**src/rtl/io_pkg.sv**
```systemverilog
`default_nettype none
// ============================================================================
//  Module      : io_pkg
//  Description : Shared UART bit-timing constants and receiver state encoding
//                for the serial I/O blocks (receive and transmit sides).
//  Revision    : 1.0 - initial release
// ============================================================================
package io_pkg;

    // 10 MHz clock at 115200 baud
    localparam int c_UART_CLKS_PER_BIT = 87;
    localparam int c_UART_DATA_BITS    = 8;

    typedef enum logic [1:0] {
        R_IDLE  = 2'd0,
        R_START = 2'd1,
        R_DATA  = 2'd2,
        R_STOP  = 2'd3
    } rx_state_t;

    // Last count of the half-bit wait that lands the sampler at bit centre.
    function automatic int half_bit_last(input int clks_per_bit);
        return (clks_per_bit >= 2) ? (clks_per_bit / 2) - 1 : 0;
    endfunction

endpackage
`default_nettype wire

```
**src/rtl/bram_loader_if.sv**
```systemverilog
`default_nettype none
// ============================================================================
//  Module      : bram_loader_if
//  Description : BRAM port-A write bus (address, data, one-cycle strobe).
//  Revision    : 1.0 - initial release
// ============================================================================
interface bram_loader_if;

    logic [15:0] addr_io;
    logic [15:0] data_out_io;
    logic        we_io;

    modport master (output addr_io, output data_out_io, output we_io);
    modport slave  (input  addr_io, input  data_out_io, input  we_io);

endinterface
`default_nettype wire

```
**src/rtl/uart_rx_byte.sv**
```systemverilog
`default_nettype none
// ============================================================================
//  Module      : uart_rx_byte
//  Description : 8N1 UART byte receiver: two-flop synchronizer, start-bit
//                glitch rejection, centre sampling, LSB-first shift register.
//                Dropping enable aborts any frame in progress.
//  Revision    : 1.0 - initial release
// ============================================================================
module uart_rx_byte
    import io_pkg::*;
#(
    parameter int CLKS_PER_BIT = c_UART_CLKS_PER_BIT
) (
    input  wire logic       clk_100,
    input  wire logic       rst_n,
    input  wire logic       rx,
    input  wire logic       enable,
    output logic [7:0]      byte_data,
    output logic            byte_valid,
    output logic            stop_err
);

    localparam int c_CNT_W = (CLKS_PER_BIT > 1) ? $clog2(CLKS_PER_BIT) : 1;
    localparam logic [c_CNT_W-1:0] c_FULL_LAST = c_CNT_W'(CLKS_PER_BIT - 1);
    localparam logic [c_CNT_W-1:0] c_HALF_LAST = c_CNT_W'(half_bit_last(CLKS_PER_BIT));
    localparam logic [2:0]         c_LAST_BIT  = 3'(c_UART_DATA_BITS - 1);

    logic               r_rx_meta;
    logic               r_rx_sync;
    rx_state_t          r_state;
    logic [c_CNT_W-1:0] r_cnt;
    logic [2:0]         r_bit;
    logic [7:0]         r_shift;
    logic               r_valid;
    logic               r_stop_err;

    // Bring the asynchronous line into the clock domain; resets to idle-high.
    always_ff @(posedge clk_100 or negedge rst_n) begin
        if (!rst_n) begin
            r_rx_meta <= 1'b1;
            r_rx_sync <= 1'b1;
        end else begin
            r_rx_meta <= rx;
            r_rx_sync <= r_rx_meta;
        end
    end

    // Frame receiver: start check at half bit, then one sample per bit time.
    always_ff @(posedge clk_100 or negedge rst_n) begin
        if (!rst_n) begin
            r_state    <= R_IDLE;
            r_cnt      <= '0;
            r_bit      <= '0;
            r_shift    <= '0;
            r_valid    <= 1'b0;
            r_stop_err <= 1'b0;
        end else begin
            r_valid    <= 1'b0;
            r_stop_err <= 1'b0;
            if (!enable) begin
                r_state <= R_IDLE;
                r_cnt   <= '0;
                r_bit   <= '0;
            end else begin
                case (r_state)
                    R_IDLE: begin
                        if (!r_rx_sync) begin
                            r_state <= R_START;
                            r_cnt   <= '0;
                        end
                    end
                    R_START: begin
                        if (r_cnt == c_HALF_LAST) begin
                            r_cnt   <= '0;
                            r_bit   <= '0;
                            // A line that is high again by mid-start was a glitch.
                            r_state <= r_rx_sync ? R_IDLE : R_DATA;
                        end else begin
                            r_cnt <= r_cnt + 1'b1;
                        end
                    end
                    R_DATA: begin
                        if (r_cnt == c_FULL_LAST) begin
                            r_cnt   <= '0;
                            r_shift <= {r_rx_sync, r_shift[7:1]};
                            if (r_bit == c_LAST_BIT) begin
                                r_state <= R_STOP;
                            end else begin
                                r_bit <= r_bit + 1'b1;
                            end
                        end else begin
                            r_cnt <= r_cnt + 1'b1;
                        end
                    end
                    R_STOP: begin
                        if (r_cnt == c_FULL_LAST) begin
                            r_cnt   <= '0;
                            r_state <= R_IDLE;
                            if (r_rx_sync) begin
                                r_valid <= 1'b1;
                            end else begin
                                r_stop_err <= 1'b1;
                            end
                        end else begin
                            r_cnt <= r_cnt + 1'b1;
                        end
                    end
                    default: begin
                        r_state <= R_IDLE;
                    end
                endcase
            end
        end
    end

    assign byte_data  = r_shift;
    assign byte_valid = r_valid;
    assign stop_err   = r_stop_err;

endmodule
`default_nettype wire

```
**src/rtl/bram_loader.sv**
```systemverilog
`default_nettype none
// ============================================================================
//  Module      : bram_loader
//  Description : Loads LOAD_WORDS big-endian 16-bit words received over UART
//                into BRAM port A, starting at address 0. Load is gated by
//                the ctrl_io_receive level; dropping it aborts and rewinds.
//  Revision    : 1.0 - initial release
// ============================================================================
module bram_loader
    import io_pkg::*;
#(
    parameter int CLKS_PER_BIT = c_UART_CLKS_PER_BIT,
    parameter int LOAD_WORDS   = 256
) (
    input  wire logic     clk_100,
    input  wire logic     rst_n,
    input  wire logic     rx,
    input  wire logic     ctrl_io_receive,
    bram_loader_if.master bram,
    output logic          busy,
    output logic          done,
    output logic          frame_err,
    output logic          led_rx
);

    // Address of the final word; 16-bit wrap makes a 65536-word load work.
    localparam logic [15:0] c_LAST_ADDR = 16'(LOAD_WORDS - 1);

    logic [7:0]  w_byte_data;
    logic        w_byte_valid;
    logic        w_stop_err;
    logic        w_rx_enable;

    logic        r_ctrl_d;
    logic        r_busy;
    logic        r_done;
    logic        r_frame_err;
    logic        r_have_hi;
    logic [7:0]  r_hi;
    logic [15:0] r_addr;
    logic [15:0] r_data;
    logic        r_we;
    logic        r_we_d;

    // Receiver only runs during a load; enable low doubles as the abort.
    assign w_rx_enable = r_busy & ctrl_io_receive;

    uart_rx_byte #(
        .CLKS_PER_BIT (CLKS_PER_BIT)
    ) u_rx (
        .clk_100    (clk_100),
        .rst_n      (rst_n),
        .rx         (rx),
        .enable     (w_rx_enable),
        .byte_data  (w_byte_data),
        .byte_valid (w_byte_valid),
        .stop_err   (w_stop_err)
    );

    // Load control, byte pairing and address sequencing; abort has priority.
    always_ff @(posedge clk_100 or negedge rst_n) begin
        if (!rst_n) begin
            r_busy    <= 1'b0;
            r_done    <= 1'b0;
            r_have_hi <= 1'b0;
            r_hi      <= '0;
            r_addr    <= '0;
            r_data    <= '0;
            r_we      <= 1'b0;
            r_we_d    <= 1'b0;
        end else begin
            r_we <= 1'b0;
            if (!ctrl_io_receive) begin
                r_busy    <= 1'b0;
                r_done    <= 1'b0;
                r_have_hi <= 1'b0;
                r_addr    <= '0;
                r_we_d    <= 1'b0;
            end else begin
                r_we_d <= r_we;
                if (!r_busy && !r_done) begin
                    r_busy <= 1'b1;
                end
                if (r_busy && w_byte_valid) begin
                    if (!r_have_hi) begin
                        r_hi      <= w_byte_data;
                        r_have_hi <= 1'b1;
                    end else begin
                        r_data    <= {r_hi, w_byte_data};
                        r_we      <= 1'b1;
                        r_have_hi <= 1'b0;
                    end
                end
                // Address still holds the written word's location during r_we.
                if (r_we && (r_addr == c_LAST_ADDR)) begin
                    r_done <= 1'b1;
                    r_busy <= 1'b0;
                end
                // Advance only after the address has been held for two cycles.
                if (r_we_d) begin
                    r_addr <= r_addr + 16'd1;
                end
            end
        end
    end

    // Sticky framing error, cleared when a new load is requested.
    always_ff @(posedge clk_100 or negedge rst_n) begin
        if (!rst_n) begin
            r_ctrl_d    <= 1'b0;
            r_frame_err <= 1'b0;
        end else begin
            r_ctrl_d <= ctrl_io_receive;
            if (ctrl_io_receive && !r_ctrl_d) begin
                r_frame_err <= 1'b0;
            end else if (w_stop_err && ctrl_io_receive) begin
                r_frame_err <= 1'b1;
            end
        end
    end

    assign bram.addr_io     = r_addr;
    assign bram.data_out_io = r_data;
    assign bram.we_io       = r_we;
    assign busy             = r_busy;
    assign done             = r_done;
    assign frame_err        = r_frame_err;
    assign led_rx           = r_busy;

endmodule
`default_nettype wire

```
**src/flat_wrapper.sv**
```systemverilog
// flat-port wrapper written by rule: the top's interface ports become plain ports
module bram_loader_flat import io_pkg::*;
#(
    parameter int CLKS_PER_BIT = c_UART_CLKS_PER_BIT,
    parameter int LOAD_WORDS   = 256
)
  (clk_100, rst_n, rx, ctrl_io_receive, busy, done, frame_err, led_rx, bram_addr_io, bram_data_out_io, bram_we_io);
  bram_loader_if bram_i ();
  input  wire logic clk_100;
  input  wire logic rst_n;
  input  wire logic rx;
  input  wire logic ctrl_io_receive;
  output logic busy;
  output logic done;
  output logic frame_err;
  output logic led_rx;
  output wire logic [$bits(bram_i.addr_io)-1:0] bram_addr_io;
  output wire logic [$bits(bram_i.data_out_io)-1:0] bram_data_out_io;
  output wire logic [$bits(bram_i.we_io)-1:0] bram_we_io;
  assign bram_addr_io = bram_i.addr_io;
  assign bram_data_out_io = bram_i.data_out_io;
  assign bram_we_io = bram_i.we_io;
  bram_loader #(.CLKS_PER_BIT(CLKS_PER_BIT), .LOAD_WORDS(LOAD_WORDS)) u_core (.clk_100(clk_100), .rst_n(rst_n), .rx(rx), .ctrl_io_receive(ctrl_io_receive), .bram(bram_i), .busy(busy), .done(done), .frame_err(frame_err), .led_rx(led_rx));
endmodule
```
**config.mk**
```make
export PLATFORM = sky130hd
export DESIGN_NAME = bram_loader_flat
export DESIGN_NICKNAME = d
export VERILOG_FILES = /design/src/rtl/io_pkg.sv /design/src/rtl/bram_loader_if.sv /design/src/rtl/uart_rx_byte.sv /design/src/rtl/bram_loader.sv /design/src/flat_wrapper.sv
export SDC_FILE = /design/constraint.sdc
export NUM_CORES = 1
export LEC_CHECK = 0
export CORE_UTILIZATION = 35
export DETAILED_ROUTE_END_ITERATION = 6
export SYNTH_ARGS = -nofsm -noshare
export SYNTH_HDL_FRONTEND = slang
export SYNTH_SLANG_ARGS = --single-unit
```
**constraint.sdc**
```tcl
create_clock -name clk_100 -period 2.2 [get_ports clk_100]
set_input_delay 0.33 -clock clk_100 [delete_from_list [all_inputs] [get_ports clk_100]]
set_output_delay 0.33 -clock clk_100 [all_outputs]
set_load 0.02 [all_outputs]
```
Word level (Yosys, flattened, before mapping)
Cells that the tools add are included.

word-level totals
  bits in registers = 71
  input bits = 4
  output and inout bits = 37
  word-level logic and storage cells = 99

operators by class
  $add $sub $neg = 3
  eq/ne operators = 18
  multiplexer cells = 42
  bitwise gates (word level) = 2
  reductions and logical operators = 16

operator list
  cell                     count
  $mux W16                 2
  $mux W7                  4
  $mux W1                  22
  $pmux W7 S3              1
  $ne A3 B3 Y1 const B     6
  $add A16 B1 Y16 const B  1
  $eq A16 B8 Y1 const B    1
  $mux W2                  7
  $mux W3                  4
  $reduce_and A3 Y1        3
  $pmux W2 S4              1
  $add A7 B1 Y7 const B    1
  $eq A7 B6 Y1 const B     1
  $eq A7 B7 Y1 const B     1
  $ne A2 B1 Y1 const B     3
  $ne A3 B1 Y1 const B     2
  $pmux W3 S2              1
  $logic_and A1 B1 Y1      5
  $reduce_and A5 Y1        1
  $eq A2 B2 Y1 const B     2
  $reduce_and A4 Y1        1
  $add A3 B1 Y3 const B    1
  $eq A3 B3 Y1 const B     1
  $logic_not A1 Y1         3
  other kinds (6)          6

Logic depth before layout (Yosys ltp)
  depth in word-level cells = 5
  gate-level depth with buffers = 6
  mapped depth without buffers = 6

Modules after synthesis
Synthesis repeated with hierarchy kept, for this count alone.

second synthesis, totals
  cells, all modules = 262
  area, all modules = 3209.3 um^2

modules (own cells, without submodules)
  module        times used  cells each  area an instance (um^2)  sequential area each (um^2)
  bram_loader   1           161         2058.2                   1176.1
  uart_rx_byte  1           101         1151.1                   603.1

Worst setup path after synthesis
No wires, ideal clock.

  path type = reg-to-reg
  from = register u_core.r_busy, in the netlist u_core.busy
  to = register u_core.u_rx.r_shift[0], in the netlist u_core.u_rx.byte_data[0]
  setup time = 125 ps
  data arrival time = 1771 ps
  data required time = 2075 ps
  path slack = 304 ps
  cell stages (with the launch flop) = 5
  path buffers = 1
  clock period less this slack = 1896 ps
  cells stage by stage = dfrtp_1 > clkbuf_1 > nand2_1 > nor4b_4 > mux2_2

on the way
  word-level cells in the longest chain between the ends = 2

RTL lines
  item                                RTL line            source
  start: declaration                  bram_loader.sv:35   logic r_busy;
  start signal: assignment            bram_loader.sv:63   r_busy <= 1'b0;
  start signal: assignment            bram_loader.sv:74   r_busy <= 1'b0;
  start signal: assignment            bram_loader.sv:82   r_busy <= 1'b1;
  $and A1 B1 Y1                       bram_loader.sv:46   assign w_rx_enable = r_busy & ctrl_io_receive;
  $reduce_and A3 Y1 (no source line)  --
  end signal: assignment              uart_rx_byte.sv:85  r_shift <= {r_rx_sync, r_shift[7:1]};
  end: declaration                    uart_rx_byte.sv:33  logic [7:0] r_shift;

No other way between the ends.
A chain may end at the register's enable or synchronous reset.

Final worst setup path
  from = register u_core.r_busy, in the netlist u_core.busy
  to = output busy

RTL lines
  item              RTL line            source
  end: declaration  flat_wrapper.sv:13  output logic busy;

No word-level cell between the ends.

==> impl_metrics.csv <==
group,metric,value,unit
power_and_ir_drop,power_density,646,mW/mm^2
power_and_ir_drop,seqPwrFrac,51.5,%
power_and_ir_drop,p_int,2.01,mW
final_layout,multiInputGateArea,0.00128,sq mm
final_layout,antenna_cells,0,
critical_path,r2r_setup_slack,0.38,ns
critical_path,cp.buffers_inverters,1,
timing,hold_viol,0,
place,post-place-cells,405,
detailed_routing,drt_iter0_markers,75,
synth,synthesis.area,0.00312,sq mm
synth,seq_area_frac_synth,57.0,%
detailed_routing,met3WireLength,253,um
power_and_ir_drop,p_switching,553,uW
power_and_ir_drop,p_comb_share,2.9,%
final_layout,area_growth,27.1,%
die,die_h,96.4,um
clocking,cts_buffers,9,
place,port_buffers,40,
final_layout,drive_above_1_share,23.6,%
timing,finalCritPeriodShare,85.0,%
synth,yosysWarnings,0,
timing,slew_headroom,64.2,%
die,initial_utilization,36.0,%
synth,synth_cells,252,
final_layout,post-route-util,45.7,%
power_and_ir_drop,swShare,21.6,%
timing,fin_ws,0.329,ns
hold_path,min_path_type,"reg -> reg",
synth,syn_nets,261,
synth,yosysTopAreaCellShare,55.3,%
critical_path,r2r_cells,5,
detailed_routing,routed.top_layer,"met4",
critical_path,start_kind,"register",
clocking,cts_tree,"built",
detailed_routing,ant_nets,0,
final_layout,regArea,0.00178,sq mm
clocking,cts_root_buffer,"clkbuf_8",
timing,finalMaxSlewViolations,0,
detailed_routing,drt_first_pass_iters,4,
die,core_area,0.00868,sq mm
detailed_routing,viasPerCell,5.08,
synth,synth.distinct_cells,50,
hold_path,min_to,"u_core.u_rx.r_rx_sync",
final_layout,final_nets,318,
critical_path,critical_path.top_delay_family,"buffers and inverters",
die,rows,34,
synth,synth_edf_count,0,
global_routing,grt_use_total,14.2,%
critical_path,slowest_delay,0.67,ns
clocking,cts.reportedPaths.clkPinSlew,0.07,ns
hold_path,min-delay-start,"u_core.u_rx.r_rx_meta",
detailed_routing,via_count,2145,
place,place_ws,0.0739,ns
outcome,status,"completed",
timing,fmax,0.535,GHz
critical_path,rr_startpoint,"u_core.u_rx.r_cnt[3]",
critical_path,crit_chain,"clkdlybuf4s50_1",
global_routing,grt_pass1_vias,1972,
synth,avgSynthCellArea,12.4,sq um
run,drv_cap,0,
place,hpwl,4170,um
critical_path,path_max_fanout,10,
hold_path,whs_path_depth,0,
timing,min_period,1.87,ns
synth,synth-seq-cells,71,
timing,setup_viol,0,
synth,async_flop_share,100,%
detailed_routing,routed-wl-met2,2760,um
die,ios,41,
power_and_ir_drop,p_clk_share,45.6,%
place,globalplace.congestion,0.767,
global_routing,grt_overflow_total,0,
die,dieArea,0.00930,sq mm
die,dieWidth,96.4,um
synth,yosysTopAreaCell,"dfrtp_1",
detailed_routing,drc_errors,0,
final_layout,n_fill_cell,839,
power_and_ir_drop,ir_drop,308,uV
detailed_routing,wirelength,5950,um
clocking,htree_num_levels,3,
final_layout,layout.cells.non_filler,422,
critical_path,timing_worst_setup_path_type,"reg -> out",
global_routing,grt_max_degree,51,
synth,synth_ff_type,"dfrtp_1",
critical_path,crit_required,1.87,ns
detailed_routing,wire_per_inst,14.1,um
clocking,cts_sinks,71,
critical_path,cp_slowest_cell,"clkdlybuf4s50_1",
clocking,clockBufferDepth,2,
timing,tightest_slew,0.531,ns
timing,finClkSkew,0.00622,ns
critical_path,worstSetupEndpointType,"primary output",
clocking,clock_latency,0.34,ns
global_routing,grt_pass1_wl,9900,um
clocking,post_cts_resize_count,0,
detailed_routing,wl_met1,2830,um
critical_path,r2r_end,"u_core.u_rx.r_bit[0]",
critical_path,crit_arrival,1.54,ns
timing,fin_tns_setup,0,ns
timing,rsz0062_at_grt,"no",
synth,synth.top_cells.by_area,"dfrtp_1, mux2_2, xor2_1, ha_1, nor2_1",
power_and_ir_drop,power.leakage,1.74,nW
global_routing,antenna_found_initial,0,
[layout by cell type, fill, tap and decap left out, drive strengths merged, types with 3 or more instances in the layout]
cell type      instances
xnor2                  5
a21oi                  9
xor2                   9
nor2                  16
nor2b                  4
ha                     5
o31ai                  7
or4                    5
inv                    8
clkbuf                10
nand3                  5
mux2                  34
dfrtp                 69
nand4                  4
nor4                   4
buf                   14
clkdlybuf4s50         39
nor3                   4
o21ai                  4
or3                    3
nand2                 14
[worst max-delay path by stage]
stage,from,depth (start not counted),to
after floorplan,u_core.busy,4,u_core.u_rx.byte_data[0]
after global placement,ctrl_io_receive,5,u_core.bram.addr_io[13]
after detailed placement,ctrl_io_receive,5,u_core.bram.addr_io[13]
after CTS,u_core.busy,1,busy
after global routing,u_core.busy,1,busy
final,u_core.busy,1,busy
[metrics by stage]
stage                     hold WS [ns]  power [mW]  instance area, sq um
final                            0.357        2.56                  3970
after global routing             0.363        2.68                  3970
after CTS                        0.358        2.62                  3970
after detailed placement         0.346        1.42                  3730
after global placement           0.344        1.42                  3730
after floorplan                 0.0344        1.37                  3120
[timing repair]
item,4_1_cts,5_1_grt
buffers inserted,0,0
hold endpoints to repair,21,0
hold buffers,1,0
[cell type report]
class                   count  area share [%]
flip-flops and latches     71            44.8
multi-input cells         165            32.2
repair buffers             54            13.0
clock buffers              10            3.47
well taps                 108            3.41
clock inverters             6            2.33
inverters                   8           0.757
[flip-flops by register name, indices dropped and copies added, names as in the netlist]
signal                   count
u_core.u_rx.stop_err         1
u_core.u_rx.byte_data        8
u_core.busy                  1
u_core.r_we_d                1
u_core.u_rx.byte_valid       1
u_core.done                  1
u_core.u_rx.r_state          2
u_core.r_hi                  8
u_core.u_rx.r_rx_sync        1
u_core.frame_err             1
u_core.u_rx.r_cnt            7
u_core.bram.addr_io         16
u_core.r_have_hi             1
u_core.u_rx.r_bit            3
u_core.u_rx.r_rx_meta        1
u_core.bram.data_out_io     16
u_core.bram.we_io            1
u_core.r_ctrl_d              1
[cell usage after synthesis, drive strengths merged (5+ instances only)]
master and n:
dfrtp 69, mux2 34, nor2 16, nand2 14, a21oi 9, xor2 9, inv 7, o31ai 7
clkbuf 6, ha 5, nand3 5, or4 5, xnor2 5
[power groups by stage]
stage / Clock (mW) / Sequential [mW] / Combinational [mW]
after floorplan: 0 / 1.34 / 0.0286
after CTS: 1.22 / 1.32 / 0.0787
after detailed placement: 0 / 1.35 / 0.0769
after global placement: 0 / 1.34 / 0.0759
after global routing: 1.27 / 1.32 / 0.0856
final: 1.17 / 1.32 / 0.0749
[layer usage]
metal / GRT usage, % / up-vias
met5: 0 / -
met3: 3.60 / 8
li1: - / 1035
met1: 19.4 / 1057
met2: 20.9 / 45
met4: 7.35 / 0
[cells by family after synthesis]
family	synth area share [%]
simple gates	14.6
buf+inv	2.08
fa+ha+maj	2.00
compound gates	7.82
xor+xnor	3.93
flops	57.0
mux	12.6
Power figures use the tool's default switching activity.
==> RTL change 1, RTL diff (config.mk and constraints unchanged) <==
Set the package constant `c_UART_CLKS_PER_BIT` to 174 (it was 87).
--- a/src/rtl/io_pkg.sv
+++ b/src/rtl/io_pkg.sv
@@ -9,5 +9,5 @@
 
     // 10 MHz clock at 115200 baud
-    localparam int c_UART_CLKS_PER_BIT = 87;
+    localparam int c_UART_CLKS_PER_BIT = 174;
     localparam int c_UART_DATA_BITS    = 8;
 
Behaviour: same outputs for any inputs over 10 cycles, from zero or initial values and one cycle with rst_n low; that may be too few to reach the edited logic, so the function may still have changed.
==> RTL change 1 against the unedited design <==
Global-route usage down 0.59 points. Count of clock-buffer cells in the layout unchanged. The run now ends with design-rule violations left. Register-to-register slack worse by 250 ps. Total power down 3.9%. Largest cell class unchanged. Design area up 1.1%. Routed wire length down 2.0%. Worst setup slack worse by 190 ps. Maximum frequency down 9.4%. Sequential cell count up 1. Synthesized area up 3.8%. Combinational power up 32%.
==> RTL change 1: results (changes against the unedited design) <==
Place
  – DP Worst Slack: 107 ps (was 73.9 ps)
  – Gpl congestion: 0.725 (was 0.767)
  – Placed cells: 403 (was 405)
  – Final HPWL DP: 3900 µm (was 4170 µm)

Pwr
  – Peak VDD IR: 331 µV (was 308 µV)
  – LEAKAGE: 1.93 nW (was 1.74 nW)

Setup path
  – Critical path's top delay family: simple AND/OR/NAND/NOR gates (was buffers and inverters)
  – Crit Path Max Fanout: 4 (was 10)
  – WP data arrival: 2290 ps (was 1540 ps)
  – Critical path's slowest cell: dfrtp_1 (was clkdlybuf4s50_1)
  – Crit-path max cell delay: 410 ps (was 670 ps)

Route
  – Routed length on met2: 2710 µm (was 2760 µm)
  – Drt pass-1 iters: 7 (was 4)
  – Drt drc: 6 (was 0)
  – Initial DRC Count: 133 (was 75)
  – Via count: 2065 (was 2145)
  – WL met1: 2790 µm (was 2830 µm)
  – Met3 wire len: 215 µm (was 253 µm)
  – Final wirelength: 5830 µm (was 5950 µm)

Global route
  – Largest net degree at the start of global routing: 73 (was 51)
  – M2 GR Usage: 20.3% (was 20.9%)
  – First-pass GRT wire length: 10200 µm (was 9900 µm)
  – Met3 GRT Util: 2.86% (was 3.60%)
  – Met1 Use GR: 18.3% (was 19.4%)
  – Total Routing Usage GR: 13.7% (was 14.2%)

Yosys
  – Mapped Cells: 253 (was 252)
  – Register area share after synthesis: 55.7% (was 57.0%)
  – Syn_nets: 263 (was 261)

Timing
  – Clock Skew: 6.26 ps (was 6.22 ps)

Finish
  – Non-filler cells, final: 418 (was 422)
  – Layout fillers: 809 (was 839)
  – Multi-input combinational cell count: 166 (was 165)
  – Number of non-clock buffers: 49 (was 54)
  – Multi-input combinational area share: 34.2% (was 32.2%)
  – Clk tree area frac: 4.87% (was 5.80%)
  – Seq Cell Count: 72 (was 71)
  – Final net count: 316 (was 318)
  – FF+latch area: 1800 µm² (was 1780 µm²)
  – Layout non-clock buf frac: 11.9% (was 13.0%)

Status
  – Status: complete, but fails checks (was completed)
  – Failing checks: design-rule violations

Worst hold path
  – HP Class: input port to asynchronous set/reset pin (was flop to flop)
-- RTL change 1: worst reg2reg max path, stage by stage, from the launching register on --
cell and delay, ps:
dfrtp_1 410, inv_1 90, ha_1 140, or2b_1 300
nor3_4 210, o21ai_2 110, or3_4 390, mux2_4 300
-- RTL change 1: path summary, 6_finish.rpt --
| check | to | slack, ps | cells past startpoint |
|---|---|---|---|
| setup / recovery | u_core.u_rx.r_state[0] | 130 | 7 |
| hold / removal | u_core.frame_err | 10 | 2 |
| setup reg to reg | u_core.u_rx.r_state[0] | 130 | 7 |
| hold reg to reg | u_core.u_rx.r_rx_sync | 360 | 0 |
| max in group asynchronous | u_core.u_rx.r_rx_sync | 1830 | 2 |
| min in group clk_100 | u_core.u_rx.r_rx_sync | 360 | 0 |
-- RTL change 1: cells by family (layout without fill, tap and decap cells) --
| group | Yosys count | count (layout) | synth area share [%] |
|---|---|---|---|
| AO/OA/AOI/OAI | 23 | 23 | 4.71 |
| XOR/XNOR | 17 | 17 | 4.60 |
| adder cells (fa/ha/maj) | 6 | 6 | 2.32 |
| buffers and inverters | 15 | 72 | 2.24 |
| flip-flops | 72 | 72 | 55.7 |
| multiplexers | 39 | 39 | 13.7 |
| AND/OR/NAND/NOR | 81 | 81 | 16.7 |
-- RTL change 1: per-stage QoR --
step | cell area (µm²) | power, W | util [%]
after floorplan | 3240 | 0.00141 | -
after global placement | 3810 | 0.00146 | 43.0
after detailed placement | 3810 | 0.00147 | 43.0
after CTS | 4000 | 0.00251 | 45.2
after global routing | 4010 | 0.00258 | 45.3
final | 4010 | 0.00246 | 45.3
-- RTL change 1: power breakdown --
group          switching [W]  internal, W  leakage, nW
registers         0.00000969      0.00133        0.994
logic              0.0000614    0.0000372        0.835
clock network       0.000477     0.000548        0.102
total               0.000548      0.00192         1.93
==> RTL change 2, RTL diff (config.mk and constraints unchanged) <==
Made on the original files. Make the reset (`rst_n`) synchronous in 4 clocked blocks. Comments in the files are not updated.
--- a/src/rtl/uart_rx_byte.sv
+++ b/src/rtl/uart_rx_byte.sv
@@ -36,5 +36,5 @@
 
     // Bring the asynchronous line into the clock domain; resets to idle-high.
-    always_ff @(posedge clk_100 or negedge rst_n) begin
+    always_ff @(posedge clk_100) begin
         if (!rst_n) begin
             r_rx_meta <= 1'b1;
@@ -47,5 +47,5 @@
 
     // Frame receiver: start check at half bit, then one sample per bit time.
-    always_ff @(posedge clk_100 or negedge rst_n) begin
+    always_ff @(posedge clk_100) begin
         if (!rst_n) begin
             r_state    <= R_IDLE;
--- a/src/rtl/bram_loader.sv
+++ b/src/rtl/bram_loader.sv
@@ -59,5 +59,5 @@
 
     // Load control, byte pairing and address sequencing; abort has priority.
-    always_ff @(posedge clk_100 or negedge rst_n) begin
+    always_ff @(posedge clk_100) begin
         if (!rst_n) begin
             r_busy    <= 1'b0;
@@ -106,5 +106,5 @@
 
     // Sticky framing error, cleared when a new load is requested.
-    always_ff @(posedge clk_100 or negedge rst_n) begin
+    always_ff @(posedge clk_100) begin
         if (!rst_n) begin
             r_ctrl_d    <= 1'b0;
Behaviour: differs if rst_n is asserted again (counterexample within 4 cycles, from zero or initial values and one cycle with rst_n low); with rst_n held inactive, the same outputs for 10 cycles.
==> RTL change 2 against the unedited design <==
First-iteration DRC count increased by 45%. Total power decreased by 7.5%. Worst setup slack got worse by 28 ps. Synthesized area decreased by 4.9%. Largest power group unchanged. Critical path depth increased by 4. Global-route usage increased by 0.26 points. Routed wire length decreased by 1.4%. Count of clock-buffer cells in the layout unchanged. Largest cell class is now multi-input gates. Design area decreased by 7.1%. Critical path type is now flop to flop. Clock skew increased by 4.9 ps. Sequential cell count unchanged.
==> RTL change 2: results (changes against the unedited design) <==
Place
  – Buffers added on ports: 40 (unchanged)
  – Gpl congestion: 0.763 (was 0.767)
  – Final HPWL DP: 4070 µm (was 4170 µm)

Route
  – Via/cell ratio: 4.82 (was 5.08)
  – WL/cell: 11.9 µm (was 14.1 µm)
  – Initial DRC Count: 109 (was 75)

Setup path
  – Critical path's top delay family: simple AND/OR/NAND/NOR gates (was buffers and inverters)
  – Crit-path max cell delay: 500 ps (was 670 ps)
  – Crit Path Max Fanout: 5 (was 10)
  – Worst R2R Setup Slack: 300 ps (was 380 ps)
  – CP Capture Type: flop (was output pin)
  – Worst setup path startpoint: u_core.bram.addr_io[0] (was u_core.busy)
  – CP Depth: 5 (was 1)
  – WP data arrival: 2170 ps (was 1540 ps)
  – Critical path's slowest cell: or4b_4 (was clkdlybuf4s50_1)
  – R2r endpoint: u_core.bram.addr_io[14] (was u_core.u_rx.r_bit[0])

Status
  – Status: completed (unchanged)

Yosys
  – Top cells by count, synth: dfxtp_1 (71), nand2_1 (65), a21boi_0 (24) (was dfrtp_1 (69), mux2_2 (34), nor2_1 (16))
  – Post-synth ARST share: 0% (was 100%)
  – Syn_nets: 349 (was 261)
  – Synth cell types: 40 (was 50)
  – Top FF cell, synth: dfxtp_1 (was dfrtp_1)
  – Register area share after synthesis: 47.9% (was 57.0%)
  – Synth warn: 0 (unchanged)
  – Area contributors post-synth: dfxtp_1 (48%), nand2_1 (8.2%), a21boi_0 (6.1%) (was dfrtp_1 (55%), mux2_2 (12%), xor2_1 (2.5%))

Clocking
  – Reg clk slew, reported paths: roughly 80 ps
  – Setup Buffers After CTS: 0 (unchanged)
  – Number of CTS-inserted buffers: 9 (unchanged)
  – Clock buffer depth: 2 (unchanged)

Finish
  – Final net count: 393 (was 318)
  – Inserted Diodes: 0 (unchanged)
  – Layout cells sized above 1: 7.97% (was 23.6%)

Pwr
  – Peak VDD IR: 239 µV (was 308 µV)
  – Power share of the clock group: 43.3% (was 45.6%)
  – Power Total: 0.00237 W (was 0.00256 W)
  – P_seq: 0.00129 W
  – LEAKAGE: 1.21 nW (was 1.74 nW)
  – Switching Power: 0.000529 W (was 0.000553 W)

Timing
  – Clock Skew: 11.1 ps (was 6.22 ps)
  – Actual slew at the worst max-slew pin: 701 ps (was 531 ps)

Worst hold path
  – Worst Hold Path EP: u_core.u_rx.r_rx_sync (unchanged)
  – Origin of the worst min-delay path: u_core.u_rx.r_rx_meta (unchanged)
  – Worst hold stages: 1 (was 0)
  – HP Class: flop to flop (unchanged)

Global route
  – Initial antenna violation count: 0 (unchanged)
  – Vias in the first global route: 2109 (was 1972)
  – First-pass GRT wire length: 10100 µm (was 9900 µm)
  – Largest net degree at the start of global routing: 39 (was 51)
  – Total Routing Usage GR: 14.5% (was 14.2%)
-- RTL change 2: cell types whose count changed after synthesis, sizes merged, moves of 7 or more --
cell	unedited run	this run
a21boi	0	25
a21oi	9	18
dfrtp	69	0
dfxtp	0	71
mux2	34	0
mux2i	1	10
nand2	14	66
nand4	4	11
nor2b	4	13
o31ai	7	0
-- RTL change 2: layout make-up --
| type | count | area [µm²] |
|---|---|---|
| clock buffer | 10 | 128 |
| clock inverter | 6 | 70.1 |
| fill | 822 | 4530 |
| inverter | 10 | 37.5 |
| multi-input combinational | 244 | 1440 |
| sequential | 71 | 1420 |
| tap | 105 | 131 |
| timing repair buffer | 48 | 460 |
-- RTL change 2: worst register-to-register path: cells and delay by family, from the launching register on --
family                   cells  cell delay [ps]
AO/OA/AOI/OAI                1              140
adder cells (fa/ha/maj)      1              210
flip-flops                   1              390
AND/OR/NAND/NOR              3             1090
-- RTL change 2: per-stage QoR --
step	util [%]	instance area, µm²	worst slack (ps)	std cells	hold WS, ps
after floorplan	-	2970	287	340	386
after global routing	44.8	3680	121	494	444
final	44.8	3680	301	494	409
after CTS	44.8	3680	290	494	414
after detailed placement	42.4	3490	301	478	397
after global placement	42.4	3490	342	478	392
-- RTL change 2: cells by family after synthesis --
logic type      after synthesis  share of synthesized area (%)
compound gates               61                           13.5
xor+xnor                     10                           2.95
fa+ha+maj                     5                           2.11
buf+inv                      25                           3.71
flops                        71                           47.9
mux                          10                           3.37
simple gates                158                           26.4
-- RTL change 2: metal layers --
metal	wire, µm	part of all wire [%]	GRT usage [%]	vias to the layer above
li1	-	-	-	1256
met1	3090	53	20.5	1084
met2	2510	43	21.1	32
met3	156	2.7	2.99	9
met4	108	1.8	6.15	0
met5	0	0	0	-
